==> config.mk <==
export PLATFORM = sky130hd
export DESIGN_NAME = fifo_pack_reader
export DESIGN_NICKNAME = d
export VERILOG_FILES = /design/src/rtl/fifo_pack_reader.sv
export SDC_FILE = /design/constraint.sdc
export NUM_CORES = 1
export LEC_CHECK = 0
export ABC_CLOCK_PERIOD_IN_PS = 4050
export CAP_MARGIN = 15
export CORE_MARGIN = 4
export CORE_UTILIZATION = 51
export DETAILED_ROUTE_END_ITERATION = 10
export HOLD_SLACK_MARGIN = 0.08
export PLACE_DENSITY = 0.78
export SYNTH_ARGS = -nofsm -noshare
export SYNTH_HDL_FRONTEND = slang
export SYNTH_SLANG_ARGS = --single-unit
export TNS_END_PERCENT = 100
==> constraint.sdc <==
create_clock -name clk -period 4.05 [get_ports clk]
set_input_delay 0.81 -clock clk [delete_from_list [all_inputs] [get_ports clk]]
set_output_delay 0.81 -clock clk [all_outputs]
set_load 0.005 [all_outputs]
==> src/rtl/fifo_pack_reader.sv <==
// fifo_pack_reader: drains a sync_fifo (1-cycle read latency, sticky eof).
// It packs RATIO narrow words into one wide word on a valid/ready output.
// On eof any partial word is flushed with a keep mask and last=1, then done rises.
module fifo_pack_reader #(
  parameter int WIDTH = 8,
  parameter int RATIO = 4,
  parameter int CNT_W = 32
) (
  input  logic                     clk,
  input  logic                     rst,
  output logic                     fifo_r_en,
  input  logic [WIDTH-1:0]         fifo_data,
  input  logic                     fifo_valid,
  input  logic                     fifo_empty,
  input  logic                     fifo_eof,
  output logic [WIDTH*RATIO-1:0]   out_data,
  output logic [RATIO-1:0]         out_keep,
  output logic                     out_last,
  output logic                     out_valid,
  input  logic                     out_ready,
  output logic                     done,
  output logic                     err,
  output logic [CNT_W-1:0]         word_count
);

  localparam int              IDX_W    = $clog2(RATIO + 1);
  localparam logic [IDX_W-1:0] IDX_FULL = IDX_W'(RATIO);

  typedef enum logic [1:0] {ST_FILL, ST_FLUSH, ST_DONE} state_t;

  state_t                         state;
  state_t                         state_nxt;
  logic [RATIO-1:0][WIDTH-1:0]    acc;
  logic [IDX_W-1:0]               idx;
  logic                           inflight;

  logic                           full;
  logic                           out_free;
  logic                           accept;
  logic                           capture;
  logic                           bad_valid;
  logic                           transfer;
  logic                           flush_load;
  logic [RATIO-1:0]               part_keep;

  // State register.
  always_ff @(posedge clk or posedge rst) begin
    // NOTE: sequential state uses non-blocking assignments so every register
    // samples the pre-edge values, independent of statement order.
    if (rst) state <= ST_FILL;
    else     state <= state_nxt;
  end

  // Next-state logic: leave FILL only once nothing is in flight and the
  // accumulator is not full (a full accumulator transfers first).
  always_comb begin
    // NOTE: default assignment first so no path leaves state_nxt unassigned,
    // which would otherwise infer a latch.
    state_nxt = state;
    case (state)
      ST_FILL:  if (fifo_eof && !inflight && !fifo_valid && !full) state_nxt = ST_FLUSH;
      ST_FLUSH: if ((idx == '0) || out_free) state_nxt = ST_DONE;
      ST_DONE:  state_nxt = ST_DONE;
      default:  state_nxt = ST_FILL;
    endcase
  end

  // Output/strobe logic: pop credit, capture, transfer and flush decisions.
  always_comb begin
    full      = (idx == IDX_FULL);
    out_free  = !out_valid || out_ready;
    accept    = out_valid && out_ready;
    // A pop is issued only while the held plus in-flight words leave room.
    fifo_r_en = !rst && (state == ST_FILL) && !fifo_empty && !fifo_eof &&
                (({1'b0, idx} + (IDX_W+1)'(inflight)) < (IDX_W+1)'(RATIO));
    capture    = fifo_valid && inflight && !full;
    bad_valid  = fifo_valid && (!inflight || full);
    transfer   = full && out_free;
    flush_load = (state == ST_FLUSH) && (idx != '0) && out_free;
    part_keep  = '0;
    for (int i = 0; i < RATIO; i++) begin
      part_keep[i] = (IDX_W'(i) < idx);
    end
  end

  // Datapath: accumulator, output register, status flags and word counter.
  always_ff @(posedge clk or posedge rst) begin
    if (rst) begin
      inflight   <= 1'b0;
      idx        <= '0;
      // NOTE: acc is reset too, so a flushed partial word carries zeros in
      // its unused slots even right after reset.
      acc        <= '0;
      out_data   <= '0;
      out_keep   <= '0;
      out_last   <= 1'b0;
      out_valid  <= 1'b0;
      done       <= 1'b0;
      err        <= 1'b0;
      word_count <= '0;
    end else begin
      inflight <= fifo_r_en;

      if (bad_valid) err <= 1'b1;
      if (accept)    word_count <= word_count + CNT_W'(1);

      if (transfer || flush_load) begin
        out_data  <= acc;
        out_keep  <= transfer ? '1 : part_keep;
        out_last  <= flush_load;
        out_valid <= 1'b1;
        idx       <= '0;
        acc       <= '0;
      end else begin
        if (accept) out_valid <= 1'b0;
        if (capture) begin
          for (int i = 0; i < RATIO; i++) begin
            if (idx == IDX_W'(i)) acc[i] <= fifo_data;
          end
          idx <= idx + IDX_W'(1);
        end
      end

      if ((state == ST_DONE) && !out_valid) done <= 1'b1;
    end
  end

endmodule

==> qor.txt, run 1 <==
CTS max path bufs - 2
Top FF cell, synth - dfrtp_1
DR pass1 iterations - 4
Final cycle utilization of the critical path - 0.902
Die height - 104 microns
Initial antenna violation count - 0
Starting DRT DRC Count - 134
Least-Margin Pin Slew - 0.734 ns
RSZ-0062 raised after global routing - false
Synthesized area - 4710 sq um
Multi-input gate area - 1850 sq um
Vias - 3151
Chip width - 104 microns
Critical Path AT - 2.84 ns
I/O Buffers - 86
Die ar. - 10800 sq um
Area grow syn2layout - 24.6%
Starting density of the core - 0.532
Clock Sinks - 110
Syn Nets - 404
Tightest Hold Check Type - flip-flop to flip-flop
Post-synthesis register bit count - 110
FF+latch area - 2750 sq um
# fillers - 683
Nets - 493
Final worst setup slack - 0.395 ns
Post-CTS Setup Bufs - 0
YS warnings - 0
Syn_area_per_cell - 12.3 sq um
Pwr/cell area - 492 nW/um^2
Max layer used - met4
Clk Latency, worst-skew pair - 0.36 ns
Min cycle time layout - 3.65 ns
Leak - 2.64 nW
Maximum capacitance violations - 0
Status - finished, final reports clean
EDFF count, synth - 0
Sequential fraction of the synthesis area - 0.585
Gr ovfl total - 0
Count of final hold-check violations - 0
Ratio of cells with drive above 1 in the final layout - 0.164
Cts hold-fix bufs - 0
CTS buffer count - 9
Skew final - 0.0107 ns
Largest net degree at the start of global routing - 72
Post-CTS sizing - 0
# rows - 34
Met2 Routed Length - 4700 microns
Root buffer cell - clkbuf_8
RePlAce Congestion - 0.791
WL/cell - 16.7 microns
Count of final setup violators - 0
Worst EP required - 3.24 ns
DR vias/cell - 5.39
DPL Wire Length - 6930 microns
# diodes - 0
Routed WL - 9750 microns
Vias in the first global route - 3198
First-pass GRT wire length - 16600 microns
Dpl ws - 0.416 ns
Num ports - 87
Max transition margin - 0.507
F_max - 274 MHz
Commonest non-fill, non-tap cells in the layout - dfrtp_1 (110), clkdlybuf4s50_1 (86), nand2_1 (39), mux2_2 (34), xnor2_1 (28)
CP startpoint kind - input port
Core area - 8850 sq um
Kind of critical path - input port to output port
Post-synth cell types - 44
All-Layer GR Usage - 0.189
DRC viols - 0
Power Total - 0.00288 W
Clk slew on worst S/H paths - 0.10 ns
Post-DRT Antenna Nets - 0
Fraction of registers with async set/reset - 1.00
CP max FO - 2
Met1 Wirelength - 4560 microns
Setup TNS - 0 ns
VDD IR max - 0.274 mV
CTS tree - built
Gate Count Post-Synth - 383
Most common cell after layout, fill and taps aside - dfrtp_1
Met3 WL - 392 microns
CTS H-tree depth - 3
Setup crit end kind - output port
Max Transition Viols Final - 0
## layer usage
layer	vias up	track usage
met4	0	0.0475
met2	67	0.296
met3	9	0.0515
li1	1506	-
met1	1569	0.263
met5	-	0
## flip-flops by register name, summed over array words and instances, names as in the netlist
register,cells
acc,32
done,1
err,1
idx,3
inflight,1
out_data,32
out_keep,4
out_last,1
out_valid,1
state,2
word_count,32
## final cells by class
cell class,count,area share
flip-flops and latches,110,0.469
multi-input cells,251,0.315
repair buffers,89,0.153
well taps,108,0.0230
clock buffers,9,0.0211
clock inverters,7,0.0119
inverters,11,0.00746
## per-stage QoR
stage / hold slack (ns) / utilization / instances / area (sq um)
2_1_floorplan: 0.451 / - / 383 / 4710
3_3_place_gp: 0.458 / 0.641 / 569 / 5670
3_5_place_dp: 0.452 / 0.641 / 569 / 5670
4_1_cts: 0.477 / 0.663 / 585 / 5870
5_1_grt: 0.492 / 0.663 / 585 / 5870
6_report: 0.477 / 0.663 / 585 / 5870
## final timing paths
check / from / slack, ns / to / depth (start not counted)
min in group asynchronous: rst / 0.91 / acc[30]$_DFFE_PP0P_ / 2
min: err$_DFFE_PP0P_ / 0.48 / err$_DFFE_PP0P_ / 1
max: rst / 0.40 / fifo_r_en / 4
max in group asynchronous: rst / 2.26 / out_data[25]$_DFFE_PP0P_ / 3
max reg2reg: idx[1]$_DFFE_PP0P_ / 1.91 / out_data[6]$_DFFE_PP0P_ / 6
min reg2reg: err$_DFFE_PP0P_ / 0.48 / err$_DFFE_PP0P_ / 1
## cell usage after synthesis, drive strengths merged (2+ instances only)
master    n  area, sq um
a21o      2         15.0
a21oi    22          121
and2      2         12.5
and3      3         18.8
and4      4         35.0
buf      11         68.8
dfrtp   110         2750
ha        7         87.6
inv      11         41.3
mux2     34          383
mux2i    17          170
nand2    41          159
nand2b    3         18.8
nand3    18         95.1
nand4    14         93.8
nor2     28          125
nor3      2         15.0
nor4      6         71.3
o21a      2         15.0
o21ai     2         10.0
xnor2    28          245
xor2      5         43.8
## cell families after synthesis
logic type / synth area share
buffers and inverters: 0.0234
DFF: 0.585
muxes: 0.117
xor gates and xnor gates: 0.0614
and+or+nand+nor: 0.154
adders and majority gates: 0.0186
AOI/OAI and AO/OA: 0.0401
## power by group
part           internal [W]  total (W)  switching (W)
clock              0.000288   0.000657       0.000370
combinational      0.000426   0.000764       0.000338
sequential          0.00130    0.00146       0.000161
## worst max-delay path: stages
cell and delay (ns):
clkdlybuf4s50_1 0.45, or4b_2 0.65, a311oi_1 0.35, clkdlybuf4s50_1 0.58
Note: power is estimated with default switching activity, not from simulation.
==> inputs of run 2 (changes only) <==
- CORE_MARGIN: 4 -> 3
==> run 2 against run 1 <==
  * Fmax is 0.85% lower
  * Critical endpoint unchanged
  * Final cell count is 0.17% higher
  * Critical path type unchanged
  * Core utilization rose by 0.14 points
==> qor.txt, run 2 (synthesis gave the netlist of run 1 again) <==
Clock Sinks - 110
Cts hold-fix bufs - 0
R2r endpoint - out_data[23]$_DFFE_PP0P_
Hold depth - 1
Critical-path cell list - clkdlybuf4s50_1 -> or4b_2 -> a311oi_1 -> clkdlybuf4s50_1
Leak - 2.64 nW
CP max FO - 2
Commonest non-fill, non-tap cells in the layout - dfrtp_1 (110), clkdlybuf4s50_1 (86), nand2_1 (39), mux2_2 (34), xnor2_1 (28)
Slowest stage delay, CP - 0.66 ns
Final cycle utilization of the critical path - 0.910
Dpl ws - 0.375 ns
DPL Wire Length - 7150 microns
CTS tree - built
Core area - 8850 sq um
I/O Buffers - 86
First-pass GRT wire length - 16500 microns
WL/cell - 16.6 microns
Post-CTS sizing - 0
VDD IR max - 0.353 mV
Area grow syn2layout - 24.9%
Nets - 494
RSZ-0062 raised after global routing - false
Critical R2R Launch - idx[1]$_DFFE_PP0P_
Gr ovfl total - 0
Least-Margin Pin Slew - 0.764 ns
Vias in the first global route - 3322
Power Total - 0.00288 W
Routed WL - 9720 microns
Starting DRT DRC Count - 155
# fillers - 703
Largest net degree at the start of global routing - 65
CTS H-tree depth - 3
Critical Path AT - 2.88 ns
Biggest regs - acc x32, out_data x32, word_count x32
Setup TNS - 0 ns
CTS max path bufs - 2
Root buffer cell - clkbuf_8
Worst EP required - 3.24 ns
DR pass1 iterations - 5
Kind of critical path - input port to output port
Clk Latency, worst-skew pair - 0.38 ns
Clk slew on worst S/H paths - 0.11 ns
Hold Path End - done$_DFFE_PP0P_
Hold Slack - 0.476 ns
Worst path slowest cell - or4b_2
Die height - 102 microns
Vias - 3191
Hold path start - done$_DFFE_PP0P_
Setup crit end kind - output port
R2R setup slack - 1.60 ns
Count of final setup violators - 0
Status - finished, final reports clean
DR vias/cell - 5.45
Skew final - 0.0147 ns
DRC viols - 0
Final worst setup slack - 0.364 ns
Final instance area - 5880 sq um
Post-DRT Antenna Nets - 0
Starting density of the core - 0.532
# diodes - 0
Chip width - 102 microns
Ratio of cells with drive above 1 in the final layout - 0.165
Post-CTS Setup Bufs - 0
Most used cell, CP - clkdlybuf4s50_1
Die ar. - 10400 sq um
Maximum capacitance violations - 0
Max transition margin - 0.487
Tightest Hold Check Type - flip-flop to flip-flop
CTS buffer count - 9
# rows - 34
Initial antenna violation count - 0
Max Transition Viols Final - 0
F_max - 271 MHz
Most common cell after layout, fill and taps aside - dfrtp_1
RePlAce Congestion - 0.832
Placed cell area - 5680 sq um
All-Layer GR Usage - 0.204
Pwr/cell area - 489 nW/um^2
Count of final hold-check violations - 0
Reg2Reg Depth - 6
Min cycle time layout - 3.69 ns
Num ports - 87
CP startpoint kind - input port
-- run 2: changes by cell type in the layout (fill, tap and decap cells not counted), sizes merged --
cell	delta
bufinv	-1
inv	+2
buf	+1
clkinv	-1
-- run 2: layout make-up --
| cell class | count | area [sq um] | share of cell area |
|---|---|---|---|
| Multi-Input combinational cell | 251 | 1850 | 0.314 |
| Sequential cell | 110 | 2750 | 0.468 |
| Inverter | 11 | 43.8 | 0.00745 |
| Tap cell | 108 | 135 | 0.0230 |
| Clock buffer | 9 | 124 | 0.0211 |
| Clock inverter | 7 | 75.1 | 0.0128 |
| Timing Repair Buffer | 90 | 903 | 0.154 |
-- run 2: stage by stage --
step / instances / util
5_1_grt: 586 / 0.664
3_3_place_gp: 570 / 0.642
3_5_place_dp: 570 / 0.642
2_1_floorplan: 383 / -
6_report: 586 / 0.664
4_1_cts: 586 / 0.664
-- run 2: worst max path at each step --
stage / startpoint / end / slack, ns / depth (start not counted)
final: rst / fifo_r_en / 0.36 / 4
after global routing: rst / fifo_r_en / 0.22 / 4
after CTS: rst / fifo_r_en / 0.36 / 4
after detailed placement: rst / fifo_r_en / 0.38 / 4
after global placement: rst / fifo_r_en / 0.48 / 4
after floorplan: rst / acc[0]$_DFFE_PP0P_ / 0.34 / 1
-- run 2: power by group --
group          leakage (nW)  internal, W  switching (W)
Combinational          1.05     0.000428       0.000332
Sequential             1.49      0.00130       0.000166
Clock                0.0985     0.000245       0.000403
Total                  2.64      0.00198       0.000901
-- run 2: layer usage --
metal | global-route usage | vias to the layer above | wire, microns
met5 | 0 | - | 0
met4 | 0.0616 | 0 | 178
met3 | 0.0491 | 18 | 493
met2 | 0.325 | 86 | 4730
met1 | 0.279 | 1589 | 4310
li1 | - | 1498 | -
-- run 2: critical path: cells and delay by family --
kind            cells  cell delay [ns]
compound gates      1             0.37
buf+inv             2             1.04
simple gates        1             0.66
==> inputs of run 3 (changes only) <==
- CTS_BUF_LIST: default -> sky130_fd_sc_hd__clkbuf_2
- GPL_TIMING_DRIVEN: default -> 0
- SKIP_LAST_GASP: default -> 1
==> run 3 against run 2 <==
  * Global-route usage hardly changed
  * Sequential cell count stayed put
  * Critical path depth up 1
  * Final cell count grew 1.4%
  * Via count is 0.72% higher
  * Critical endpoint unchanged
  * Setup slack improved by 0.0058 ns
  * Fmax is 0.16% higher
  * Count of clock-buffer cells in the layout stayed put
  * Largest power group unchanged
  * Worst hold slack improved by 0.032 ns
  * Core utilization is essentially flat
==> qor.txt, run 3 (synthesis gave the netlist of run 1 again) <==
DR vias/cell - 5.41
Final worst setup slack - 0.370 ns
Least-Margin Pin Slew - 0.725 ns
Biggest regs - acc x32, out_data x32, word_count x32
Hold Slack - 0.509 ns
Cts hold-fix bufs - 0
Count of final hold-check violations - 0
Comb pwr share - 0.290
Root buffer cell - clkbuf_2
GRT met3 Usage - 0.0423
Max transition margin - 0.513
I/O Buffers - 86
Critical Path AT - 2.87 ns
WL/cell - 16.8 microns
First-pass GRT wire length - 16400 microns
Commonest non-fill, non-tap cells in the layout - dfrtp_1 (110), clkdlybuf4s50_1 (86), nand2_1 (39), mux2_2 (34), xnor2_1 (28)
Clock Sinks - 110
Die height - 102 microns
Skew final - 0.0599 ns
Routed WL - 9970 microns
Layout Utilization - 0.664
Delay-heaviest family, CP - buffers and inverters
Slowest stage delay, CP - 0.59 ns
Worst Path Buf+Inv - 2
Num ports - 87
GR Util met2 - 0.324
Largest net degree at the start of global routing - 59
DR pass1 iterations - 4
Most common cell after layout, fill and taps aside - dfrtp_1
DRC viols - 0
CP startpoint kind - flip-flop
Routing usage on met1 - 0.281
Maximum capacitance violations - 0
Multi-input gate area - 1850 sq um
# fillers - 701
Post-DRT Antenna Nets - 0
CTS H-tree depth - 3
RePlAce Congestion - 0.867
Chip width - 102 microns
Die ar. - 10400 sq um
Status - finished, final reports clean
Gr ovfl total - 0
CTS buffer count - 9
Area grow syn2layout - 24.8%
CP max FO - 3
Setup TNS - 0 ns
Internal power - 0.00186 W
CTS max path bufs - 2
Kind of critical path - flip-flop to output port
Final cycle utilization of the critical path - 0.909
Starting DRT DRC Count - 155
# diodes - 0
Vias in the first global route - 3185
All-Layer GR Usage - 0.204
Initial antenna violation count - 0
# rows - 34
Core area - 8850 sq um
Critical-path cell list - inv_1 -> ha_1 -> or4b_2 -> a311oi_1 -> clkdlybuf4s50_1
Switching share of total power - 0.333
VDD IR max - 0.277 mV
Clk network pwr share - 0.193
Leak - 2.67 nW
DPL Wire Length - 7260 microns
Clk slew on worst S/H paths - 0.34 ns
Tightest Hold Check Type - flip-flop to flip-flop
NetSw - 0.000929 W
Worst path slowest cell - or4b_2
Starting density of the core - 0.532
CTS tree - built
Final instance area - 5880 sq um
GR peak layer - met2
Placed cell area - 5730 sq um
Min cycle time layout - 3.68 ns
Post-CTS Setup Bufs - 0
FF+latch area - 2750 sq um
Worst EP required - 3.24 ns
Count of final setup violators - 0
Nets - 502
Ratio of cells with drive above 1 in the final layout - 0.177
Pwr/cell area - 475 nW/um^2
Setup crit end kind - output port
Clk Latency, worst-skew pair - 0.65 ns
Max Transition Viols Final - 0
R2R setup slack - 1.84 ns
RSZ-0062 raised after global routing - false
F_max - 272 MHz
Sequential power share - 0.517
Post-CTS sizing - 0
Vias - 3214
Dpl ws - 0.410 ns
[run 3: metrics by stage]
| step | power (W) | cells |
|---|---|---|
| 5_1_grt | 0.00298 | 594 |
| 3_3_place_gp | 0.00224 | 577 |
| 6_report | 0.00279 | 594 |
| 2_1_floorplan | 0.00190 | 383 |
| 3_5_place_dp | 0.00229 | 578 |
| 4_1_cts | 0.00282 | 594 |
[run 3: area by class of cell]
class	count	share of cell area
Tap cell	108	0.0230
Timing Repair Buffer	87	0.151
Clock buffer	9	0.00767
Sequential cell	110	0.468
Clock inverter	7	0.0164
Multi-Input combinational cell	251	0.314
Buffer	11	0.0117
Inverter	11	0.00745
[run 3: metal layers]
metal	vias to the layer above	wire length, microns
met4	0	188
met1	1609	4450
li1	1520	-
met3	18	396
met5	-	0
met2	67	4930
[run 3: worst paths after layout]
kind / from / endpoint / cells past startpoint
worst max-delay path: state[0]$_DFFE_PP0P_ / fifo_r_en / 5
worst min-delay path: word_count[20]$_DFFE_PP0P_ / word_count[20]$_DFFE_PP0P_ / 1
worst max register to register: idx[0]$_DFFE_PP0P_ / out_data[7]$_DFFE_PP0P_ / 6
worst min register to register: word_count[20]$_DFFE_PP0P_ / word_count[20]$_DFFE_PP0P_ / 1
max in group asynchronous: rst / word_count[16]$_DFFE_PP0P_ / 3
min in group asynchronous: rst / out_data[30]$_DFFE_PP0P_ / 2
[run 3: worst register-to-register path, delay by kind of cell, from the launching register on]
kind | cells | cell delay [ns]
compound gates | 1 | 0.32
mux | 1 | 0.36
simple gates | 1 | 0.22
flops | 1 | 0.57
fa+ha+maj | 1 | 0.25
buf+inv | 2 | 0.42
[run 3: power groups by stage]
stage | registers, W | logic [W] | clock network, W
CTS | 0.00145 | 0.000822 | 0.000549
detailed placement | 0.00147 | 0.000819 | 0
finish | 0.00144 | 0.000810 | 0.000538
global placement | 0.00146 | 0.000782 | 0
global route | 0.00148 | 0.000900 | 0.000599
floorplan | 0.00144 | 0.000450 | 0
